$ cat src/rtl/mem_dat_arbiter.sv
`default_nettype none
// ============================================================================
// Module   : mem_dat_arbiter
// Purpose  : Two-port round-robin arbiter and sequencer in front of the
//            single-port 256x32 data memory. Port 0 is the load/store unit,
//            port 1 the array loader / result dump engine. One winning
//            command is registered per cycle and drives the memory; read
//            data returns to the winner two cycles after its grant.
// Ports    : clock, reset_n           - clock, async active-low reset
//            req/we/addr/wdata 0,1    - requester command inputs
//            gnt 0,1                  - combinational accept pulse
//            rvalid/rdata/err 0,1     - read response / out-of-range flag
//            mem_value/esc/read/dst   - memory command outputs
//            mem_rdata                - memory combinational read data
// Revision : 1.0 - initial release
// ============================================================================
module mem_dat_arbiter #(
  parameter int DATA_W = 32,
  parameter int ADDR_W = 32,
  parameter int IDX_W  = 8
) (
  input  logic              clock,
  input  logic              reset_n,
  input  logic              req0,
  input  logic              req1,
  input  logic              we0,
  input  logic              we1,
  input  logic [ADDR_W-1:0] addr0,
  input  logic [ADDR_W-1:0] addr1,
  input  logic [DATA_W-1:0] wdata0,
  input  logic [DATA_W-1:0] wdata1,
  output logic              gnt0,
  output logic              gnt1,
  output logic              rvalid0,
  output logic              rvalid1,
  output logic [DATA_W-1:0] rdata0,
  output logic [DATA_W-1:0] rdata1,
  output logic              err0,
  output logic              err1,
  output logic [DATA_W-1:0] mem_value,
  output logic              mem_esc,
  output logic              mem_read,
  output logic [ADDR_W-1:0] mem_dst,
  input  logic [DATA_W-1:0] mem_rdata
);

  localparam int c_PAD_W = ADDR_W - IDX_W;

  // Per-port tracker: which pipeline stages currently hold a transaction
  // of this port. CMD = command register, RESP = response register; both
  // can be occupied at once when grants are back to back.
  typedef enum logic [1:0] {
    ST_IDLE     = 2'b00,
    ST_CMD      = 2'b01,
    ST_RESP     = 2'b10,
    ST_CMD_RESP = 2'b11
  } trk_state_t;

  trk_state_t r_state0, r_state1;
  trk_state_t w_next0,  w_next1;

  logic              r_last_winner;   // 1: port 1 won the last grant
  logic              r_cmd_we;
  logic              r_cmd_oor;
  logic              r_resp_read;
  logic              r_resp_oor;
  logic              r_mem_esc;
  logic              r_mem_read;
  logic [ADDR_W-1:0] r_mem_dst;
  logic [DATA_W-1:0] r_mem_value;
  logic [DATA_W-1:0] r_rdata0;
  logic [DATA_W-1:0] r_rdata1;

  logic              w_gnt0, w_gnt1, w_any_gnt;
  logic              w_sel_we, w_sel_oor;
  logic [ADDR_W-1:0] w_sel_addr;
  logic [DATA_W-1:0] w_sel_wdata;
  logic              w_cmd_own0, w_cmd_own1;
  logic              w_resp_own0, w_resp_own1;
  logic              w_need_resp;

  // --------------------------------------------------------------------------
  // Arbitration: on conflict the port that did not win last time goes.
  // Grants are suppressed while reset is asserted.
  // --------------------------------------------------------------------------
  assign w_gnt0    = reset_n & req0 & (~req1 |  r_last_winner);
  assign w_gnt1    = reset_n & req1 & (~req0 | ~r_last_winner);
  assign w_any_gnt = w_gnt0 | w_gnt1;

  assign w_sel_we    = w_gnt1 ? we1    : we0;
  assign w_sel_addr  = w_gnt1 ? addr1  : addr0;
  assign w_sel_wdata = w_gnt1 ? wdata1 : wdata0;
  assign w_sel_oor   = |w_sel_addr[ADDR_W-1:IDX_W];

  always_ff @(posedge clock or negedge reset_n) begin
    if (!reset_n) begin
      r_last_winner <= 1'b1;
    end else if (w_gnt0) begin
      r_last_winner <= 1'b0;
    end else if (w_gnt1) begin
      r_last_winner <= 1'b1;
    end
  end

  // --------------------------------------------------------------------------
  // Command stage. Out-of-range accesses are granted but never assert
  // esc/read, so the memory sees an idle cycle. dst/value hold when idle.
  // --------------------------------------------------------------------------
  always_ff @(posedge clock or negedge reset_n) begin
    if (!reset_n) begin
      r_cmd_we    <= 1'b0;
      r_cmd_oor   <= 1'b0;
      r_mem_esc   <= 1'b0;
      r_mem_read  <= 1'b0;
      r_mem_dst   <= '0;
      r_mem_value <= '0;
    end else if (w_any_gnt) begin
      r_cmd_we    <= w_sel_we;
      r_cmd_oor   <= w_sel_oor;
      r_mem_esc   <=  w_sel_we & ~w_sel_oor;
      r_mem_read  <= ~w_sel_we & ~w_sel_oor;
      r_mem_dst   <= {{c_PAD_W{1'b0}}, w_sel_addr[IDX_W-1:0]};
      r_mem_value <= w_sel_wdata;
    end else begin
      r_mem_esc   <= 1'b0;
      r_mem_read  <= 1'b0;
    end
  end

  assign mem_esc   = r_mem_esc;
  assign mem_read  = r_mem_read;
  assign mem_dst   = r_mem_dst;
  assign mem_value = r_mem_value;

  // --------------------------------------------------------------------------
  // Response tracking
  // --------------------------------------------------------------------------
  assign w_cmd_own0  = (r_state0 == ST_CMD)  || (r_state0 == ST_CMD_RESP);
  assign w_cmd_own1  = (r_state1 == ST_CMD)  || (r_state1 == ST_CMD_RESP);
  assign w_resp_own0 = (r_state0 == ST_RESP) || (r_state0 == ST_CMD_RESP);
  assign w_resp_own1 = (r_state1 == ST_RESP) || (r_state1 == ST_CMD_RESP);

  // Only reads and out-of-range accesses produce a response cycle;
  // an in-range write is complete at its grant.
  assign w_need_resp = ~r_cmd_we | r_cmd_oor;

  always_comb begin
    w_next0 = ST_IDLE;
    w_next1 = ST_IDLE;
    if (w_gnt0 && w_cmd_own0 && w_need_resp) w_next0 = ST_CMD_RESP;
    else if (w_gnt0)                         w_next0 = ST_CMD;
    else if (w_cmd_own0 && w_need_resp)      w_next0 = ST_RESP;
    if (w_gnt1 && w_cmd_own1 && w_need_resp) w_next1 = ST_CMD_RESP;
    else if (w_gnt1)                         w_next1 = ST_CMD;
    else if (w_cmd_own1 && w_need_resp)      w_next1 = ST_RESP;
  end

  always_ff @(posedge clock or negedge reset_n) begin
    if (!reset_n) begin
      r_state0 <= ST_IDLE;
      r_state1 <= ST_IDLE;
    end else begin
      r_state0 <= w_next0;
      r_state1 <= w_next1;
    end
  end

  // Response attributes are shared: only one port owns the command stage
  // in any cycle, so only one port can be responding.
  always_ff @(posedge clock or negedge reset_n) begin
    if (!reset_n) begin
      r_resp_read <= 1'b0;
      r_resp_oor  <= 1'b0;
      r_rdata0    <= '0;
      r_rdata1    <= '0;
    end else begin
      r_resp_read <= ~r_cmd_we;
      r_resp_oor  <= r_cmd_oor;
      if (w_cmd_own0 && !r_cmd_we) r_rdata0 <= r_cmd_oor ? '0 : mem_rdata;
      if (w_cmd_own1 && !r_cmd_we) r_rdata1 <= r_cmd_oor ? '0 : mem_rdata;
    end
  end

  assign gnt0    = w_gnt0;
  assign gnt1    = w_gnt1;
  assign rvalid0 = w_resp_own0 & r_resp_read;
  assign rvalid1 = w_resp_own1 & r_resp_read;
  assign err0    = w_resp_own0 & r_resp_oor;
  assign err1    = w_resp_own1 & r_resp_oor;
  assign rdata0  = r_rdata0;
  assign rdata1  = r_rdata1;

endmodule
`default_nettype wire

$ cat config.mk
export PLATFORM = sky130hd
export DESIGN_NAME = mem_dat_arbiter
export DESIGN_NICKNAME = d
export VERILOG_FILES = /design/src/rtl/mem_dat_arbiter.sv
export SDC_FILE = /design/constraint.sdc
export NUM_CORES = 1
export LEC_CHECK = 0
export ABC_AREA = 1
export BUFFER_PORTS_ARGS = -buffer_cell sky130_fd_sc_hd__buf_4
export CAP_MARGIN = 20
export CORE_ASPECT_RATIO = 0.5
export CORE_MARGIN = 1.5
export CORE_UTILIZATION = 43
export DETAILED_ROUTE_END_ITERATION = 8
export HOLD_SLACK_MARGIN = 0.05
export PLACE_DENSITY = 0.79
export SLEW_MARGIN = 20
export SYNTH_ARGS = -nofsm -noshare
export SYNTH_HDL_FRONTEND = slang
export SYNTH_SLANG_ARGS = --single-unit
$ cat constraint.sdc
create_clock -name clock -period 3.09 [get_ports clock]
set_clock_uncertainty 0.05 [all_clocks]
set_input_delay 0.309 -clock clock [delete_from_list [all_inputs] [get_ports clock]]
set_output_delay 0.309 -clock clock [all_outputs]
set_load 0.1 [all_outputs]
==> key figures <==
Die
  • Die footprint: 0.0131 mm²
  • Rows: 28
  • IO Pins: 302
  • Core area: 0.0119 mm²
  • Die Y: 81.7 µm
  • Die Width: 160 µm
  • Starting density of the core: 0.446

Layout
  • Layout area overhead: 51.1%
  • Most frequent cells in the layout: 284 x buf_4, 114 x dfrtp_1, 95 x nor2_1
  • Final Cell Area: 0.00805 mm²
  • Most common cell after layout, fill and taps aside: buf_4
  • Final nets: 1010
  • Share of cells above drive strength 1: 0.452
  • Fill count: 942
  • # diodes: 0

STA
  • Min Clock Period, post-route: 2560 ps
  • Setup TNS: 0 ps
  • Achievable Freq: 391 MHz
  • Final hold vios: 0
  • RSZ-0062 raised after global routing: no
  • Final worst slack: 533 ps
  • Slew Limit Fails: 0
  • Fin crit share: 0.828
  • Tightest Pin Transition: 855 ps
  • Slew headroom: 0.430
  • Final setup viols: 0

Setup path
  • Worst endpoint required time: 2730 ps
  • Worst EP arrival: 2200 ps
  • Setup crit end kind: output pin
  • Worst setup path start: reset_n
  • R2R setup slack: 1260 ps
  • CP Launch Type: input port
  • R2r startpoint: r_last_winner
  • Crit Path Class: input port to output pin
  • Crit path max fanout: 29

Detailed routing
  • Final ANT Viol Nets: 0
  • DRC Markers: 0
  • Overall routed net length: 14700 µm
  • DR vias: 4741
  • Starting DRT DRC Count: 264
  • Avg WL per Cell: 14.3 µm
  • Drt first pass iters: 4
  • Vias per Instance: 4.64

GRT
  • Overall Global Routing Usage: 0.227
  • Vias in the first global route: 4620
  • Initial antenna violation count: 0
  • Congestion Overflow GR: 0
  • First-pass GRT wire length: 22800 µm
  • Largest net degree at the start of global routing: 71

Synthesis
  • Mean post-synth cell area: 9.39 µm²
  • Sequential area share after synthesis: 0.541
  • Synth Warn #: 0
  • Async set-reset flop share out of synthesis: 1.00
  • EDFF count, synth: 0
  • Netlist Area Pre-Place: 0.00532 mm²
  • #FFs+latches synth: 115
  • Most used DFF post-synth: dfrtp_1
  • Distinct cells, synth: 21
  • Cells after synthesis: 567

CTS
  • Postcts setup bufs: 0
  • Clk slew on worst S/H paths: 50 ps
  • Clk root buf: clkbuf_16
  • H-tree levels: 4
  • CTS sink cnt: 115
  • Clock Path Buffers: 2
  • CTS tree: built
  • CTS Buf Count: 17
  • Clock latency on the worst-skew pair: 400 ps

Placed design
  • DP HPWL: 10800 µm
  • DP Worst Slack: 1100 ps
  • GP Congestion: 0.839
  • DP Area: 0.00745 mm²
  • Port Buffers: 277

Outcome
  • Status: completed

Worst hold path
  • Hold Path Class: input port to flop
  • Worst hold start: req1

Pwr
  • VDD IR-drop max: 0.427 mV
  • Leakage power: 4.37 nW
  • Cell Pwr Density: 885 mW/mm²

Job
  • Max-Cap Viols: 0
==> through the flow <==
stage / util / std cells / power (mW) / hold slack, ps
floorplan: - / 590 / 4.47 / -36.6
global route: 0.673 / 1022 / 7.36 / 57.0
detailed placement: 0.623 / 989 / 5.24 / 424
finish: 0.673 / 1022 / 7.12 / 77.9
CTS: 0.673 / 1022 / 7.18 / 56.1
global placement: 0.623 / 989 / 5.21 / 417
==> power breakdown <==
part	switching, mW	internal [mW]
logic	2.56	0.698
clock network	0.687	1.23
registers	0.159	1.79
==> area by class of cell <==
cell class                 instances  area [µm²]  share of cell area
inverter                          72         270              0.0336
clock buffer                      20         457              0.0568
tap                              165         206              0.0257
multi-input combinational        353        1960               0.244
timing repair buffer             285        2140               0.266
sequential                       115        2880               0.358
clock inverter                    12         131              0.0163
==> cell families (layout without fill, tap and decap cells) <==
group                  Yosys count  count (layout)  synth area share
and+or+nand+nor                176             176             0.127
buffers and inverters          122             389             0.110
DFF                            115             115             0.541
AOI/OAI and AO/OA               89              89            0.0858
muxes                           64              64             0.135
other                            1              24          0.000704
==> synthesized netlist by cell type (2+ instances only) <==
cell / instances / area [µm²]
nand2_1: 72 / 270
buf_4: 30 / 225
inv_2: 2 / 7.51
buf_2: 13 / 65.1
nor2_1: 97 / 364
o21ai_1: 32 / 160
a21oi_1: 5 / 25.0
o21ai_0: 51 / 255
mux2_2: 64 / 721
inv_1: 70 / 263
and2_1: 2 / 12.5
dfrtp_1: 114 / 2850
clkbuf_1: 7 / 26.3
==> flip-flops by register name (all words and copies together), names as in the netlist, 2 cells and up <==
| signal | count |
|---|---|
| mem_dst | 8 |
| mem_value | 32 |
| r_state0 | 2 |
| r_state1 | 2 |
| rdata0 | 32 |
| rdata1 | 32 |
==> worst max-delay path, stage by stage <==
cell	delay, ps
dlygate4sd3_1	540
buf_4	140
nand2_1	130
a21oi_4	370
buf_4	350
buf_4	350
==> worst paths after layout <==
kind,to,cells past startpoint
setup / recovery,gnt1,6
hold / removal,r_state0[0],2
setup reg to reg,mem_esc,7
hold reg to reg,mem_dst[3],2
max in group asynchronous,mem_value[16],4
min in group asynchronous,rdata0[16],3
==> per-layer routing <==
metal	vias to the layer above	routed length [µm]	GRT usage
met4	0	391	0.114
met2	168	7600	0.410
met5	-	0	0
met1	2248	5920	0.265
met3	33	750	0.0444
li1	2292	-	-
==> timing repair <==
item / 4_1_cts / 5_1_grt
hold buffers: 1 / 0
resized for setup: 0 / 0
hold endpoints to repair: 45 / 0
Power figures use the tool's default switching activity.
